===== src/rtl/bp_mem_noc_edge_assembler_if.sv =====
// Link-side and packet-side bundle for bp_mem_noc_edge_assembler.
//   link_v_i / link_data_i / link_ready_and_o : wormhole flit input from the mesh edge
//   pkt_o / pkt_len_o / pkt_v_o / pkt_yumi_i  : assembled packet, valid/yumi to consumer
//   err_o                                     : oversize-packet drop pulse
// modport slave  : assembler view
// modport master : mesh + consumer view
interface bp_mem_noc_edge_assembler_if #(
    parameter int flit_width_p     = 64,
    parameter int len_width_p      = 4,
    parameter int max_body_flits_p = 8
) ();
    localparam int pkt_width_lp = flit_width_p * (max_body_flits_p + 1);

    logic                    link_v_i;
    logic [flit_width_p-1:0] link_data_i;
    logic                    link_ready_and_o;
    logic [pkt_width_lp-1:0] pkt_o;
    logic [len_width_p-1:0]  pkt_len_o;
    logic                    pkt_v_o;
    logic                    pkt_yumi_i;
    logic                    err_o;

    modport slave (
        input  link_v_i, link_data_i, pkt_yumi_i,
        output link_ready_and_o, pkt_o, pkt_len_o, pkt_v_o, err_o
    );

    modport master (
        output link_v_i, link_data_i, pkt_yumi_i,
        input  link_ready_and_o, pkt_o, pkt_len_o, pkt_v_o, err_o
    );
endinterface


===== src/rtl/bp_mem_noc_edge_assembler.sv =====
// Terminates one column's memory-command wormhole link on the south edge.
// Header and body flits are gathered into one wide packet that is offered to
// the memory-side converter with valid/yumi; packets longer than the buffer
// are drained from the link and reported on err_o.
// Ports:
//   clk_i      : clock
//   reset_n_i  : asynchronous active-low reset
//   bus        : slave modport of bp_mem_noc_edge_assembler_if
//                (link flit input, packet output, error pulse)
module bp_mem_noc_edge_assembler #(
    parameter int flit_width_p     = 64,
    parameter int cord_width_p     = 8,
    parameter int len_width_p      = 4,
    parameter int max_body_flits_p = 8
) (
    input  logic                               clk_i,
    input  logic                               reset_n_i,
    bp_mem_noc_edge_assembler_if.slave         bus
);
    localparam logic [len_width_p-1:0] MaxLen = len_width_p'(max_body_flits_p);

    typedef enum logic [1:0] {
        ST_IDLE,
        ST_BODY,
        ST_FULL,
        ST_DRAIN
    } state_e;

    state_e                  r_state;
    state_e                  w_next_state;
    logic [len_width_p-1:0]  r_cnt;
    logic [len_width_p-1:0]  r_len;
    logic                    r_err;
    logic [flit_width_p-1:0] r_buf [max_body_flits_p+1];

    logic                    w_ready;
    logic                    w_xfer;
    logic                    w_hdr_take;
    logic [len_width_p-1:0]  w_hdr_len;
    logic                    w_hdr_oversize;
    logic [len_width_p-1:0]  w_slot;

    assign w_hdr_len      = bus.link_data_i[cord_width_p+len_width_p-1:cord_width_p];
    assign w_hdr_oversize = (w_hdr_len > MaxLen);
    assign w_slot         = r_cnt + 1'b1;
    assign w_xfer         = bus.link_v_i & w_ready;
    // In FULL, ready mirrors yumi, so any transfer there is a back-to-back header.
    assign w_hdr_take     = w_xfer & ((r_state == ST_IDLE) | (r_state == ST_FULL));

    always_comb begin
        w_ready      = 1'b0;
        w_next_state = r_state;
        case (r_state)
            ST_IDLE: begin
                w_ready = 1'b1;
            end
            ST_BODY: begin
                w_ready = 1'b1;
                if (w_xfer && (w_slot == r_len)) begin
                    w_next_state = ST_FULL;
                end
            end
            ST_FULL: begin
                w_ready = bus.pkt_yumi_i;
                if (bus.pkt_yumi_i) begin
                    w_next_state = ST_IDLE;
                end
            end
            ST_DRAIN: begin
                w_ready = 1'b1;
                if (w_xfer && (r_cnt == len_width_p'(1))) begin
                    w_next_state = ST_IDLE;
                end
            end
            default: begin
                w_next_state = ST_IDLE;
            end
        endcase
        if (w_hdr_take) begin
            if (w_hdr_len == '0) begin
                w_next_state = ST_FULL;
            end else if (w_hdr_oversize) begin
                w_next_state = ST_DRAIN;
            end else begin
                w_next_state = ST_BODY;
            end
        end
        if (!reset_n_i) begin
            w_ready = 1'b0;
        end
    end

    always_ff @(posedge clk_i or negedge reset_n_i) begin
        if (!reset_n_i) begin
            r_state <= ST_IDLE;
            r_cnt   <= '0;
            r_len   <= '0;
            r_err   <= 1'b0;
            for (int unsigned k = 0; k < max_body_flits_p + 1; k++) begin
                r_buf[k] <= '0;
            end
        end else begin
            r_state <= w_next_state;
            r_err   <= 1'b0;
            if (w_hdr_take) begin
                r_buf[0] <= bus.link_data_i;
                for (int unsigned k = 1; k < max_body_flits_p + 1; k++) begin
                    r_buf[k] <= '0;
                end
                r_len <= w_hdr_len;
                // DRAIN reuses the counter as a remaining-flit count.
                r_cnt <= w_hdr_oversize ? w_hdr_len : '0;
            end else if ((r_state == ST_BODY) && w_xfer) begin
                for (int unsigned k = 1; k < max_body_flits_p + 1; k++) begin
                    if (w_slot == len_width_p'(k)) begin
                        r_buf[k] <= bus.link_data_i;
                    end
                end
                r_cnt <= w_slot;
            end else if ((r_state == ST_DRAIN) && w_xfer) begin
                r_cnt <= r_cnt - 1'b1;
                if (r_cnt == len_width_p'(1)) begin
                    r_err <= 1'b1;
                end
            end
        end
    end

    always_comb begin
        bus.pkt_o = '0;
        for (int unsigned k = 0; k < max_body_flits_p + 1; k++) begin
            bus.pkt_o[k*flit_width_p +: flit_width_p] = r_buf[k];
        end
    end

    assign bus.link_ready_and_o = w_ready;
    assign bus.pkt_len_o        = r_len;
    assign bus.pkt_v_o          = (r_state == ST_FULL);
    assign bus.err_o            = r_err;

`ifndef SYNTHESIS
    a_yumi_needs_valid: assert property (
        @(posedge clk_i) disable iff (!reset_n_i) bus.pkt_yumi_i |-> bus.pkt_v_o
    ) else $error("pkt_yumi_i asserted while pkt_v_o is low");
`endif
endmodule


===== src/flat_wrapper.sv =====
// flat-port wrapper written by rule: the top's interface ports become plain ports
module bp_mem_noc_edge_assembler_flat 
#(
    parameter int flit_width_p     = 64,
    parameter int cord_width_p     = 8,
    parameter int len_width_p      = 4,
    parameter int max_body_flits_p = 8
)
  (clk_i, reset_n_i, bus_link_v_i, bus_link_data_i, bus_pkt_yumi_i, bus_link_ready_and_o, bus_pkt_o, bus_pkt_len_o, bus_pkt_v_o, bus_err_o);
  bp_mem_noc_edge_assembler_if #(.flit_width_p(flit_width_p), .len_width_p(len_width_p), .max_body_flits_p(max_body_flits_p)) bus_i ();
  input  logic clk_i;
  input  logic reset_n_i;
  input wire logic [$bits(bus_i.link_v_i)-1:0] bus_link_v_i;
  input wire logic [$bits(bus_i.link_data_i)-1:0] bus_link_data_i;
  input wire logic [$bits(bus_i.pkt_yumi_i)-1:0] bus_pkt_yumi_i;
  output wire logic [$bits(bus_i.link_ready_and_o)-1:0] bus_link_ready_and_o;
  output wire logic [$bits(bus_i.pkt_o)-1:0] bus_pkt_o;
  output wire logic [$bits(bus_i.pkt_len_o)-1:0] bus_pkt_len_o;
  output wire logic [$bits(bus_i.pkt_v_o)-1:0] bus_pkt_v_o;
  output wire logic [$bits(bus_i.err_o)-1:0] bus_err_o;
  assign bus_i.link_v_i = bus_link_v_i;
  assign bus_i.link_data_i = bus_link_data_i;
  assign bus_i.pkt_yumi_i = bus_pkt_yumi_i;
  assign bus_link_ready_and_o = bus_i.link_ready_and_o;
  assign bus_pkt_o = bus_i.pkt_o;
  assign bus_pkt_len_o = bus_i.pkt_len_o;
  assign bus_pkt_v_o = bus_i.pkt_v_o;
  assign bus_err_o = bus_i.err_o;
  bp_mem_noc_edge_assembler #(.flit_width_p(flit_width_p), .cord_width_p(cord_width_p), .len_width_p(len_width_p), .max_body_flits_p(max_body_flits_p)) u_core (.clk_i(clk_i), .reset_n_i(reset_n_i), .bus(bus_i));
endmodule

===== config.mk =====
export PLATFORM = sky130hd
export DESIGN_NAME = bp_mem_noc_edge_assembler_flat
export DESIGN_NICKNAME = d
export VERILOG_FILES = /design/src/rtl/bp_mem_noc_edge_assembler_if.sv /design/src/rtl/bp_mem_noc_edge_assembler.sv /design/src/flat_wrapper.sv
export SDC_FILE = /design/constraint.sdc
export NUM_CORES = 1
export LEC_CHECK = 0
export ABC_AREA = 1
export CORE_UTILIZATION = 29
export CTS_BUF_LIST = sky130_fd_sc_hd__clkbuf_4
export CTS_CLUSTER_DIAMETER = 150
export CTS_CLUSTER_SIZE = 20
export DETAILED_ROUTE_END_ITERATION = 10
export GPL_ROUTABILITY_DRIVEN = 0
export HOLD_SLACK_MARGIN = 0.03
export SLEW_MARGIN = 15
export SYNTH_ARGS = -nofsm -noshare
export SYNTH_HDL_FRONTEND = slang
export SYNTH_SLANG_ARGS = --single-unit

===== constraint.sdc =====
create_clock -name clk_i -period 2.17 [get_ports clk_i]
set_input_delay 0.434 -clock clk_i [delete_from_list [all_inputs] [get_ports clk_i]]
set_output_delay 0.434 -clock clk_i [all_outputs]
set_load 0.05 [all_outputs]

==> qor.txt <==
CLOCK NETWORK
----------------------------------------------------------------------------------
Clock buffer count from CTS                                                     35
Later-pin clock latency in the skew report                                 0.85 ns
Clk buf depth                                                                    3
Root cell of the clock tree                                           sky130_fd_sc_hd__clkbuf_4
CTS clock-pin slew for the worst setup and hold paths                      0.21 ns
Depth of the CTS H-tree                                                          2
Sinks on the clock net                                                         583
Clock tree from TritonCTS                                                      yes

WORST SETUP PATH
----------------------------------------------------------------------------------
Required time worst endpoint                                               1.74 ns
Cell with the biggest individual delay on the critical path           sky130_fd_sc_hd__dfrtp_2
Delay contributed by the slowest stage of the critical path                0.48 ns
Worst-path fanout max                                                            2
Endpoint kind of the worst setup timing path                            output pin
Critical Path Source Type                                                     flop
Setup CP Type                                                         flop to output pin
Critical path data arrival time                                            1.65 ns
Cell-by-cell trace of the critical path                               buf_6 > nor2_4 > buf_8

FLOORPLANNING
----------------------------------------------------------------------------------
Y dimension of the die                                                      273 um
Row Count                                                                       99
Initial core utilization                                                     29.3%
Horiz. Die Dim                                                              273 um
Top-level port count                                                           651
Core Region                                                            72800 sq um
Full die area                                                          74700 sq um

LOGIC SYNTHESIS
----------------------------------------------------------------------------------
Fraction of the yosys area taken by sequential cells                         68.3%
Mapped Avg Cell Area                                                    10.1 sq um
Number of distinct library cells after synthesis                                25
Mapped Area                                                            21300 sq um
Fraction of post-synthesis cell area in the top cell type by area            68.3%
Cell type contributing the most total cell area after synthesis       sky130_fd_sc_hd__dfrtp_1
Count of state elements after synthesis                                        583
Post-Synthesis Net Count                                                      2195
Count of synthesis-stage warnings from yosys                                     0
Cells after synthesis                                                         2122
Cell types occupying the most area after synthesis                    sky130_fd_sc_hd__dfrtp_1 (68%), sky130_fd_sc_hd__nand2_1 (14%), sky130_fd_sc_hd__o21ai_1 (7.6%), sky130_fd_sc_hd__o21ai_0 (4.7%), sky130_fd_sc_hd__buf_2 (2.1%)

PLACEMENT
----------------------------------------------------------------------------------
Detailed-placement wirelength estimate                                    51500 um
Number of buffer cells added on primary ports                                  650
Worst setup timing slack at the placement stage                          -0.238 ns

ROUTING
----------------------------------------------------------------------------------
1st-pass router iterations                                                       5
Remaining DRCs                                                                   0
Remaining number of nets flagged by the antenna check after routing              0
Average wire per standard cell                                             19.7 um
Violation count after the first detailed-route iteration                      1203
Routed vias                                                                  17500
Per-cell via count in the routed design                                       4.66
DRT Wirelength                                                            73900 um

GLOBAL ROUTING
----------------------------------------------------------------------------------
Global-route wire length before repair                                   111000 um
Total overflow reported by the global router                                     0
GRT Util Overall                                                             19.2%
Initial antenna violation count                                                  4
Via count of the first global-routing pass                                   17500
Maximum number of pins on one net before global-route repair                   154

STA
----------------------------------------------------------------------------------
Pin slew with the least headroom to its limit                             0.959 ns
Final Hold Fails                                                                 0
Final Skew                                                               0.0773 ns
Max frequency                                                            0.479 GHz
Rel. slew slack                                                              36.1%
Slew Viols, Final                                                                0
Final worst-path setup slack                                             0.0823 ns
Period Utilization, post-route                                               96.2%
Setup tns final                                                               0 ns
Number of setup violations in the final report                                   0
Hold Slack                                                                0.137 ns
RSZ-0062 raised after global routing                                           yes
Final critical delay including setup and external delays                   2.09 ns

FINAL LAYOUT
----------------------------------------------------------------------------------
Fillcell total                                                                7209
Fraction of final layout cells with drive strength greater than 1            27.8%
Highest-count cells in the layout ignoring fill and taps              sky130_fd_sc_hd__nand2_1 (779), sky130_fd_sc_hd__dfrtp_1 (581), sky130_fd_sc_hd__clkdlybuf4s15_2 (343), sky130_fd_sc_hd__o21ai_1 (326), sky130_fd_sc_hd__o21ai_0 (199)
Layout area overhead                                                         39.1%
Most common cell after layout, fill and taps aside                    sky130_fd_sc_hd__nand2_1
# nets final                                                                  2867

STATUS
----------------------------------------------------------------------------------
Outcome                                                                  completed

JOB
----------------------------------------------------------------------------------
Count of max-cap constraint violations                                           0

MIN PATH
----------------------------------------------------------------------------------
Type of the most critical hold path                                   input port to flop

==> registers in the layout, indices dropped and copies added, names as in the netlist <==
name and count:
u_core.bus.err_o 1, u_core.r_state 2, u_core.r_cnt 4, u_core.bus.pkt_o 576
==> cells by family (layout without fill, tap and decap cells) <==
group | count (synthesis) | count (layout) | share of synthesized area [%]
simple gates | 829 | 829 | 15.0
flops | 583 | 583 | 68.3
compound gates | 535 | 535 | 12.6
buf+inv | 167 | 841 | 3.72
fa+ha+maj | 5 | 5 | 0.293
xor+xnor | 3 | 3 | 0.123
other cells | 0 | 2 | 0
==> final timing paths <==
check | cells after the start | slack [ns] | start | endpoint
setup / recovery | 3 | 0.08 | u_core.r_state[0] | bus_pkt_v_o
hold / removal | 3 | 0.14 | bus_link_data_i[61] | u_core.bus.pkt_o[61]
max in group asynchronous | 4 | 0.66 | reset_n_i | u_core.bus.pkt_o[102]
hold reg to reg | 2 | 0.50 | u_core.bus.pkt_o[58] | u_core.bus.pkt_o[58]
min in group asynchronous | 3 | 0.26 | reset_n_i | u_core.bus.pkt_o[453]
setup reg to reg | 10 | 0.10 | u_core.r_cnt[0] | u_core.bus.pkt_o[334]
==> area by class of cell <==
type | count | area [sq um] | share of cell area (%)
clock buffers | 36 | 270 | 0.910
repair buffers | 774 | 7400 | 24.9
inverters | 28 | 113 | 0.379
well taps | 959 | 1200 | 4.04
flip-flops and latches | 583 | 14600 | 49.1
diodes | 2 | 5.00 | 0.0169
multi-input cells | 1372 | 6050 | 20.4
clock inverters | 3 | 53.8 | 0.181
==> Yosys cell counts <==
library cell,instances
sky130_fd_sc_hd__nand3_1,12
sky130_fd_sc_hd__nor2_1,10
sky130_fd_sc_hd__buf_6,4
sky130_fd_sc_hd__nand2_1,790
sky130_fd_sc_hd__a21oi_1,5
sky130_fd_sc_hd__xnor2_1,1
sky130_fd_sc_hd__o211ai_1,1
sky130_fd_sc_hd__xor2_1,2
sky130_fd_sc_hd__ha_1,5
sky130_fd_sc_hd__clkbuf_1,35
sky130_fd_sc_hd__buf_4,6
sky130_fd_sc_hd__inv_2,2
sky130_fd_sc_hd__inv_1,26
sky130_fd_sc_hd__nand3_2,1
sky130_fd_sc_hd__nor3_1,1
sky130_fd_sc_hd__buf_2,91
sky130_fd_sc_hd__nand2_2,7
sky130_fd_sc_hd__nand3_4,1
sky130_fd_sc_hd__buf_1,3
sky130_fd_sc_hd__dfrtp_1,583
sky130_fd_sc_hd__nor2_4,2
sky130_fd_sc_hd__o21ai_1,326
sky130_fd_sc_hd__a31oi_1,1
sky130_fd_sc_hd__nand4_1,5
sky130_fd_sc_hd__o21ai_0,202
==> metrics by stage <==
step / cells / utilization [%] / area (sq um)
after floorplan: 2122 / - / 21300
after global placement: 3707 / 40.8 / 29700
after detailed placement: 3707 / 40.8 / 29700
after CTS: 3753 / 41.1 / 29900
after global routing: 3757 / 40.8 / 29700
final: 3757 / 40.8 / 29700
==> routing by layer <==
metal	GRT usage [%]	part of all wire, %
met4	5.47	2.9
met3	4.80	7.2
met2	32.9	49
met5	0	0.037
met1	24.0	41
==> critical path: cells and delay by family, from the launching register on <==
| kind | cells | cell delay, ns |
|---|---|---|
| buffers and inverters | 2 | 0.28 |
| and+or+nand+nor | 1 | 0.09 |
| DFF | 1 | 0.48 |
==> timing repair <==
item | 4_1_cts | 5_1_grt
hold endpoints to repair | 222 | 0
hold buffers | 3 | 0
setup endpoints to repair | 567 | 188
pin swaps | 1 | 2
buffers inserted | 5 | 1
gates resized for setup | 2011 | 124
cloned | 0 | 1
Power is left out: the tool's default activity adds up to more than one toggle a clock period on the data nets, which glitch-free logic cannot reach.
